## src/rtl/ladybug_input_pkg.sv

```systemverilog
// Shared constants for the Lady Bug input stage.
//   KEY_*  : 9-bit {extended, scan} codes. Arrow compares ignore bit 8.
//   JB_*   : bit positions in the MiSTer joystick word.
//   coin_state_t : coin pulse FSM states.
package ladybug_input_pkg;

  localparam logic [8:0] KEY_UP     = 9'h075;
  localparam logic [8:0] KEY_DOWN   = 9'h072;
  localparam logic [8:0] KEY_LEFT   = 9'h06B;
  localparam logic [8:0] KEY_RIGHT  = 9'h074;
  localparam logic [8:0] KEY_FIRE   = 9'h014;
  localparam logic [8:0] KEY_BOMB   = 9'h029;
  localparam logic [8:0] KEY_START1 = 9'h005;
  localparam logic [8:0] KEY_START2 = 9'h006;

  localparam int JB_RIGHT  = 0;
  localparam int JB_LEFT   = 1;
  localparam int JB_DOWN   = 2;
  localparam int JB_UP     = 3;
  localparam int JB_START1 = 4;
  localparam int JB_START2 = 5;
  localparam int JB_FIRE   = 6;
  localparam int JB_BOMB   = 7;

  typedef enum logic [1:0] {IDLE, PULSE, GAP} coin_state_t;

  // Arrows are reachable both from the plain and the E0-extended keypad.
  function automatic logic arrow_hit(input logic [8:0] code, input logic [8:0] key);
    return code[7:0] == key[7:0];
  endfunction

endpackage

```

## src/rtl/ladybug_coin_pulse.sv

```systemverilog
// Coin pulse generator: a rising edge on start gives COIN_PULSE cycles of
// coin, then COIN_GAP cycles during which new edges are ignored.
//   clk_sys, reset : clock, synchronous active-high reset
//   start          : combined start1 | start2 level
//   coin           : registered, active-high coin request
module ladybug_coin_pulse
  import ladybug_input_pkg::*;
#(
  parameter int COIN_PULSE = 400000,
  parameter int COIN_GAP   = 800000,
  parameter int CNT_W      = 21
) (
  input  logic clk_sys,
  input  logic reset,
  input  logic start,
  output logic coin
);

  coin_state_t      state;
  logic [CNT_W-1:0] cnt;
  logic             start_prev;
  logic             trig;

  assign trig = start & ~start_prev;

  always_ff @(posedge clk_sys) begin
    // start_prev tracks start in every state (and is primed on reset), so a
    // start still held when the FSM returns to IDLE cannot retrigger.
    start_prev <= start;
    if (reset) begin
      state <= IDLE;
      cnt   <= '0;
      coin  <= 1'b0;
    end else begin
      case (state)
        IDLE: if (trig) begin
          state <= PULSE;
          cnt   <= CNT_W'(COIN_PULSE - 1);
          coin  <= 1'b1;
        end
        PULSE: if (cnt == '0) begin
          state <= GAP;
          cnt   <= CNT_W'(COIN_GAP - 1);
          coin  <= 1'b0;
        end else begin
          cnt <= cnt - 1'b1;
        end
        GAP: if (cnt == '0) state <= IDLE;
             else           cnt   <= cnt - 1'b1;
        default: begin
          state <= IDLE;
          coin  <= 1'b0;
        end
      endcase
    end
  end

endmodule

```

## src/rtl/ladybug_input_ctrl.sv

```systemverilog
// Lady Bug input stage: PS/2 keys and two joysticks merged into the core's
// active-low button buses, with optional Horz remap and a shaped coin pulse.
//   clk_sys, reset       : clock, synchronous active-high reset
//   ps2_key[64:0]        : toggle, filter bits, F0/E0 prefixes, scan code
//   joystick_0/1[15:0]   : R L D U start1 start2 fire bomb in bits 0..7
//   rotate               : 1 = Horz orientation
//   but_*_s[1:0]         : registered, active-low button buses
module ladybug_input_ctrl
  import ladybug_input_pkg::*;
#(
  parameter int COIN_PULSE = 400000,
  parameter int COIN_GAP   = 800000,
  parameter int CNT_W      = 21
) (
  input  logic        clk_sys,
  input  logic        reset,
  input  logic [64:0] ps2_key,
  input  logic [15:0] joystick_0,
  input  logic [15:0] joystick_1,
  input  logic        rotate,
  output logic [1:0]  but_coin_s,
  output logic [1:0]  but_fire_s,
  output logic [1:0]  but_bomb_s,
  output logic [1:0]  but_tilt_s,
  output logic [1:0]  but_select_s,
  output logic [1:0]  but_up_s,
  output logic [1:0]  but_down_s,
  output logic [1:0]  but_left_s,
  output logic [1:0]  but_right_s
);

  logic       old_tog, key_evt, pressed, extended;
  logic [8:0] code;
  logic       k_up, k_down, k_left, k_right, k_fire, k_bomb, k_start1, k_start2;
  logic [15:0] joy;
  logic       up, down, left, right, fire, bomb, start1, start2;
  logic       o_up, o_down, o_left, o_right;
  logic       coin;
  logic       unused_joy;

  // Key decode. Non-zero upper bits mark PRNSCR/PAUSE sequences; forcing the
  // code to 0 makes them miss every mapping.
  always_comb begin
    key_evt  = ps2_key[64] != old_tog;
    pressed  = ps2_key[15:8] != 8'hF0;
    extended = pressed ? (ps2_key[15:8] == 8'hE0) : (ps2_key[23:16] == 8'hE0);
    code     = (ps2_key[63:24] != '0) ? 9'h000 : {extended, ps2_key[7:0]};
  end

  always_ff @(posedge clk_sys) begin
    old_tog <= ps2_key[64];
    if (reset) begin
      {k_up, k_down, k_left, k_right} <= '0;
      {k_fire, k_bomb, k_start1, k_start2} <= '0;
    end else if (key_evt) begin
      if (arrow_hit(code, KEY_UP))    k_up     <= pressed;
      if (arrow_hit(code, KEY_DOWN))  k_down   <= pressed;
      if (arrow_hit(code, KEY_LEFT))  k_left   <= pressed;
      if (arrow_hit(code, KEY_RIGHT)) k_right  <= pressed;
      if (code == KEY_FIRE)           k_fire   <= pressed;
      if (code == KEY_BOMB)           k_bomb   <= pressed;
      if (code == KEY_START1)         k_start1 <= pressed;
      if (code == KEY_START2)         k_start2 <= pressed;
    end
  end

  assign joy        = joystick_0 | joystick_1;
  assign unused_joy = ^joy[15:8];

  assign up     = k_up     | joy[JB_UP];
  assign down   = k_down   | joy[JB_DOWN];
  assign left   = k_left   | joy[JB_LEFT];
  assign right  = k_right  | joy[JB_RIGHT];
  assign fire   = k_fire   | joy[JB_FIRE];
  assign bomb   = k_bomb   | joy[JB_BOMB];
  assign start1 = k_start1 | joy[JB_START1];
  assign start2 = k_start2 | joy[JB_START2];

  // Horz orientation rotates the stick a quarter turn.
  assign o_up    = rotate ? left  : up;
  assign o_down  = rotate ? right : down;
  assign o_left  = rotate ? down  : left;
  assign o_right = rotate ? up    : right;

  always_ff @(posedge clk_sys) begin
    if (reset) begin
      but_fire_s   <= 2'b11;
      but_bomb_s   <= 2'b11;
      but_tilt_s   <= 2'b11;
      but_select_s <= 2'b11;
      but_up_s     <= 2'b11;
      but_down_s   <= 2'b11;
      but_left_s   <= 2'b11;
      but_right_s  <= 2'b11;
    end else begin
      but_fire_s   <= {1'b1, ~fire};
      but_bomb_s   <= {1'b1, ~bomb};
      but_tilt_s   <= 2'b11;
      but_select_s <= {~start2, ~start1};
      but_up_s     <= {1'b1, ~o_up};
      but_down_s   <= {1'b1, ~o_down};
      but_left_s   <= {1'b1, ~o_left};
      but_right_s  <= {1'b1, ~o_right};
    end
  end

  ladybug_coin_pulse #(
    .COIN_PULSE (COIN_PULSE),
    .COIN_GAP   (COIN_GAP),
    .CNT_W      (CNT_W)
  ) u_coin (
    .clk_sys (clk_sys),
    .reset   (reset),
    .start   (start1 | start2),
    .coin    (coin)
  );

  // coin is already a flop output, so this bus is registered as well.
  assign but_coin_s = {1'b1, ~coin};

endmodule

```

## config.mk

```make
export PLATFORM = sky130hd
export DESIGN_NAME = ladybug_input_ctrl
export DESIGN_NICKNAME = d
export VERILOG_FILES = /design/src/rtl/ladybug_input_pkg.sv /design/src/rtl/ladybug_coin_pulse.sv /design/src/rtl/ladybug_input_ctrl.sv
export SDC_FILE = /design/constraint.sdc
export NUM_CORES = 1
export LEC_CHECK = 0
export BUFFER_PORTS_ARGS = -buffer_cell sky130_fd_sc_hd__buf_2
export CAP_MARGIN = 5
export CORE_MARGIN = 2
export CORE_UTILIZATION = 42
export DETAILED_ROUTE_END_ITERATION = 8
export PLACE_DENSITY = 0.74
export SYNTH_ARGS = -nofsm -noshare
export SYNTH_HDL_FRONTEND = slang
export SYNTH_SLANG_ARGS = --single-unit
```

## constraint.sdc

```tcl
create_clock -name clk_sys -period 2.7 [get_ports clk_sys]
set_input_delay 0.27 -clock clk_sys [delete_from_list [all_inputs] [get_ports clk_sys]]
set_output_delay 0.27 -clock clk_sys [all_outputs]
set_load 0.02 [all_outputs]
```

* Word level (Yosys, flattened, before mapping) *
Cells that the tools add are included.

storage, ports and cells
  register bits = 48
  input bits = 100
  output and inout bits = 18
  logic and storage cells = 99

cells by class
  $add $sub $neg = 1
  equal/unequal tests = 18
  multiplexer cells = 17
  bitwise gates (word level) = 22
  reduce and logical (&&, ||, !) cells = 15

operator list
  kind                                                                     number
  21-bit 2-to-1 mux                                                        3
  21-bit one-hot mux with 3 select lines                                   1
  40-bit nonzero test                                                      1
  8-bit by 7-bit == test with 1-bit output, second input constant          4
  21-bit logical NOT                                                       1
  21-bit by 1-bit subtractor with 21-bit output, second input constant     1
  9-bit by 3-bit == test with 1-bit output, second input constant          2
  8-bit == test, second input constant                                     2
  2-bit AND reduction                                                      8
  1-bit NOT                                                                11
  9-bit by 5-bit == test with 1-bit output, second input constant          1
  9-bit by 6-bit == test with 1-bit output, second input constant          1
  9-bit 2-to-1 mux                                                         1
  1-bit bitwise OR                                                         9
  3-bit AND reduction                                                      3
  8-bit inequality test, second input constant                             1
  8-bit bitwise OR                                                         1
  1-bit 2-to-1 mux                                                         7
  2-bit 2-to-1 mux                                                         3
  2-bit by 1-bit inequality test with 1-bit output, second input constant  3
  2-bit one-hot mux with 3 select lines                                    1
  1-bit one-hot mux with 3 select lines                                    1
  3-bit nonzero test                                                       1
  2-bit by 1-bit == test with 1-bit output, second input constant          1
  other kinds (5)                                                          5

* Logic depth before layout (Yosys ltp) *
  depth after elaboration = 6
  depth in mapped cells = 9
  mapped depth without buffers = 8

* Hierarchy *
From an unflattened synthesis, not the netlist that was laid out.

second synthesis, totals
  cell total of the unflattened synthesis = 309
  area, all modules = 2582.5 um^2

modules (own cells, without submodules)
  module              times used  cells each  area each (um^2)  sequential area each (um^2)
  ladybug_coin_pulse  1           198         1582.8            500.5
  ladybug_input_ctrl  1           111         999.7             340.3

* Worst setup path before layout *
Ideal clock, no wire load.

  kind = reg-to-reg
  from = register u_coin.cnt[12]
  to = register u_coin.cnt[14]
  setup time = 0.130 ns
  data arrival time = 2.193 ns
  required time = 2.570 ns
  slack = 0.378 ns
  stages on the path, launching flop included = 8
  buffers on the path = 1
  clock period less this slack = 2.322 ns
  cell sequence = dfxtp_1 or4_4 or3_1 buf_6 o41ai_2 a21oi_1 o21bai_2 a21oi_1

between the ends
  cells in the longest elaborated chain, start to end = 3
  elaborated cells between the ends (all ways) = 7
  classes of those cells = add/sub (1); eq/ne (1); mux (3); reduce/logical (2)

RTL lines
  what                                                                                 line                      RTL
  from (decl)                                                                          ladybug_coin_pulse.sv:20  logic [CNT_W-1:0] cnt;
  from (signal assigned)                                                               ladybug_coin_pulse.sv:38  cnt <= CNT_W'(COIN_PULSE - 1);
  from (signal assigned)                                                               ladybug_coin_pulse.sv:43  cnt <= CNT_W'(COIN_GAP - 1);
  from (signal assigned)                                                               ladybug_coin_pulse.sv:46  cnt <= cnt - 1'b1;
  21-bit by 1-bit subtractor with 21-bit output or 21-bit logical NOT (tied branches)  -
  21-bit 2-to-1 mux (tied with other cells)                                            ladybug_coin_pulse.sv:48  GAP: if (cnt == '0) state <= IDLE;
  21-bit one-hot mux with 3 select lines or 3-bit AND reduction (tied branches)        -

Parallel ways exist; a longest one is shown, timed or not. The select of a mux whose other input is x is not followed.
A chain may end at the register's enable or synchronous reset.

* Worst setup path after layout *
  from = register u_coin.cnt[12]
  to = register u_coin.cnt[16]

Same word-level chain as after synthesis.

==> qor.yml <==
maxCapViolations: 0
ys_seq_elements: 42
worstReg2RegStart: "u_coin.cnt[12]"
fmax_mhz: 399
ir_worst_vdd_mv: 0.312
reg_top3: "u_coin.cnt (21), but_select_s (2), u_coin.state (2)"
period_needed_ps: 2510
syn_inst: 295
critPathKind: "flop to flop"
arrival_ps: 2700
layout-drive-gt1-share_pct: 32.2
p_leak_uw: 0.00137
overflow: 0
synth.top_cells.by_count: "dfxtp_1 (42), nor2_1 (35), a21oi_1 (31)"
drt-pass1-iter-count: 4
gp_congestion: 0.879
maxSlewViolCount: 0
top_register: "u_coin.cnt"
synthTopCellsByArea: "dfxtp_1 (35%), a21oi_1 (6.5%), nor4_1 (6.0%), nor3_1 (5.6%), nor2_1 (5.5%)"
layout.nets: 498
grt_pass1_vias: 2445
ant_nets: 0
status: "finished, final reports clean"
insertion_delay_ps: 310
antenna_found_initial: 0
end_kind: "flop"
die_x_um: 79.5
setup.worst_path.start_class: "flop"
clk_path_buf_depth: 2
yosysTopAreaCell: "dfxtp_1"
grt_usage_pct: 21.7
ys_types: 46
asyncSetResetFlopFracSynth_pct: 0
syn-cell-area_um2: 2390
hp-class: "primary input to flop"
yosysMostFrequentCell: "dfxtp_1"
clkSinkCount: 42
worst_pin_slew_ps: 664
cts_setup_buffers: 0
htree_levels: 2
ctsResizeCount: 0
hp-start: "ps2_key[64]"
grt_pass1_wl_um: 10900
final-setup-viol-count: 0
rsz0062_at_grt: "no"
period_share_pct: 92.8
power.density_nw_per_um2: 811
row_count: 27
drc_errors: 0
die_h_um: 79.5
min_to: "old_tog"
fin_util_pct: 56.0
largest_reg_flops: 21
clk_pin_slew_worst_paths_ps: 90
reg2reg_slack_ps: 190
start_util_pct: 43.4
tns_ps: 0
fin_skew_ps: 7.67
vias_per_cell: 5.44
hold_viol: 0
clockRootBuffer: "clkbuf_8"
syn_avg_cell_area_um2: 8.11
postCtsHoldBufs: 0
yosys_warnings: 0
r2r_end: "u_coin.cnt[16]"
grt_max_degree: 39
core_area_um2: 5510
drt-initial-drc-count: 185
cts_tree: "yes"
synth_ff_type: "dfxtp_1"
hpwl_um: 4850
ios: 118
dieArea_um2: 6320
vias: 2539
cp_max_fo: 7
ys_seq_area_share_pct: 35.1
drt_wl_total_um: 6410
num_antenna_cells: 0
r2r_cells: 7
wl_per_cell_um: 13.7
place.port_buffers: 92
placed_cells: 459
hold_depth: 1
final_cells: 467
cts_buffers: 5
synth_top_area_share_pct: 35.1
area_growth_pct: 29.0
synth-edff-count: 0
required_ps: 2890
relSlewSlack_pct: 55.6
power.total_uw: 2500
[metal layers]
layer | global-route usage, % | routed length [um] | up-vias
li1 | - | - | 1271
met1 | 25.9 | 2730 | 1172
met2 | 39.6 | 3270 | 92
met3 | 4.41 | 360 | 4
met4 | 5.00 | 44 | 0
met5 | 0 | 0 | -
[per-stage QoR]
| step | instance area, um2 | hold slack (ps) | setup slack [ps] |
|---|---|---|---|
| 3_5_place_dp | 2940 | 404 | 190 |
| 4_1_cts | 3090 | 89.5 | 173 |
| 5_1_grt | 3090 | 90.6 | 2.92 |
| 6_report | 3090 | 89.2 | 194 |
| 2_1_floorplan | 2420 | 298 | 378 |
| 3_3_place_gp | 2940 | 399 | 267 |
[cell type report]
type | count | area, um2
inverter | 7 | 26.3
timing repair buffer | 104 | 563
sequential | 42 | 841
multi-input combinational | 234 | 1420
tap | 72 | 90.1
fill | 522 | 2420
clock inverter | 2 | 60.1
clock buffer | 6 | 82.6
[critical path, stage by stage, from the launching register on]
cell and delay, ps:
dfxtp_1 380, or4_4 550, or3_1 460, o41ai_2 430, buf_4 220, a21oi_1 50
o21bai_2 220, a21oi_1 80
[report_power, final]
part           switching (uW)  leakage, uW  internal [uW]
sequential               66.3     0.000343            688
combinational             654     0.000953            467
clock                     233    0.0000714            395
[cell families (layout without fill, tap and decap cells)]
logic type,count (synthesis),count (layout),share of synthesized area [%]
simple gates,148,148,35.6
compound gates,65,65,17.1
flops,42,42,35.1
buf+inv,27,119,6.64
mux,7,7,2.93
fa+ha+maj,4,4,2.09
other cells,1,9,0.157
xor+xnor,1,1,0.366
[worst max path at each step]
| stage | depth (start not counted) | end | slack [ps] | start |
|---|---|---|---|---|
| final | 7 | u_coin.cnt[16] | 190 | u_coin.cnt[12] |
| after detailed placement | 7 | u_coin.cnt[18] | 190 | u_coin.cnt[12] |
| after global placement | 7 | u_coin.cnt[18] | 270 | u_coin.cnt[12] |
| after CTS | 7 | u_coin.cnt[18] | 170 | u_coin.cnt[12] |
| after global routing | 7 | u_coin.cnt[18] | 3 | u_coin.cnt[12] |
| after floorplan | 7 | u_coin.cnt[14] | 380 | u_coin.cnt[12] |
[placed cells by master (no fill, tap or decap), types with 7 or more instances in the layout]
master / netlist / layout
dfxtp_1: 42 / 42
conb_1: 1 / 9
nor4_1: 23 / 23
inv_1: 7 / 7
nor3_1: 27 / 27
a21oi_1: 31 / 31
o21ai_0: 13 / 13
buf_4: 10 / 11
nand2b_1: 8 / 8
nor2_1: 35 / 35
nand2_1: 10 / 10
buf_2: 1 / 92
mux2i_1: 7 / 7
(Power assumes the default switching activity.)
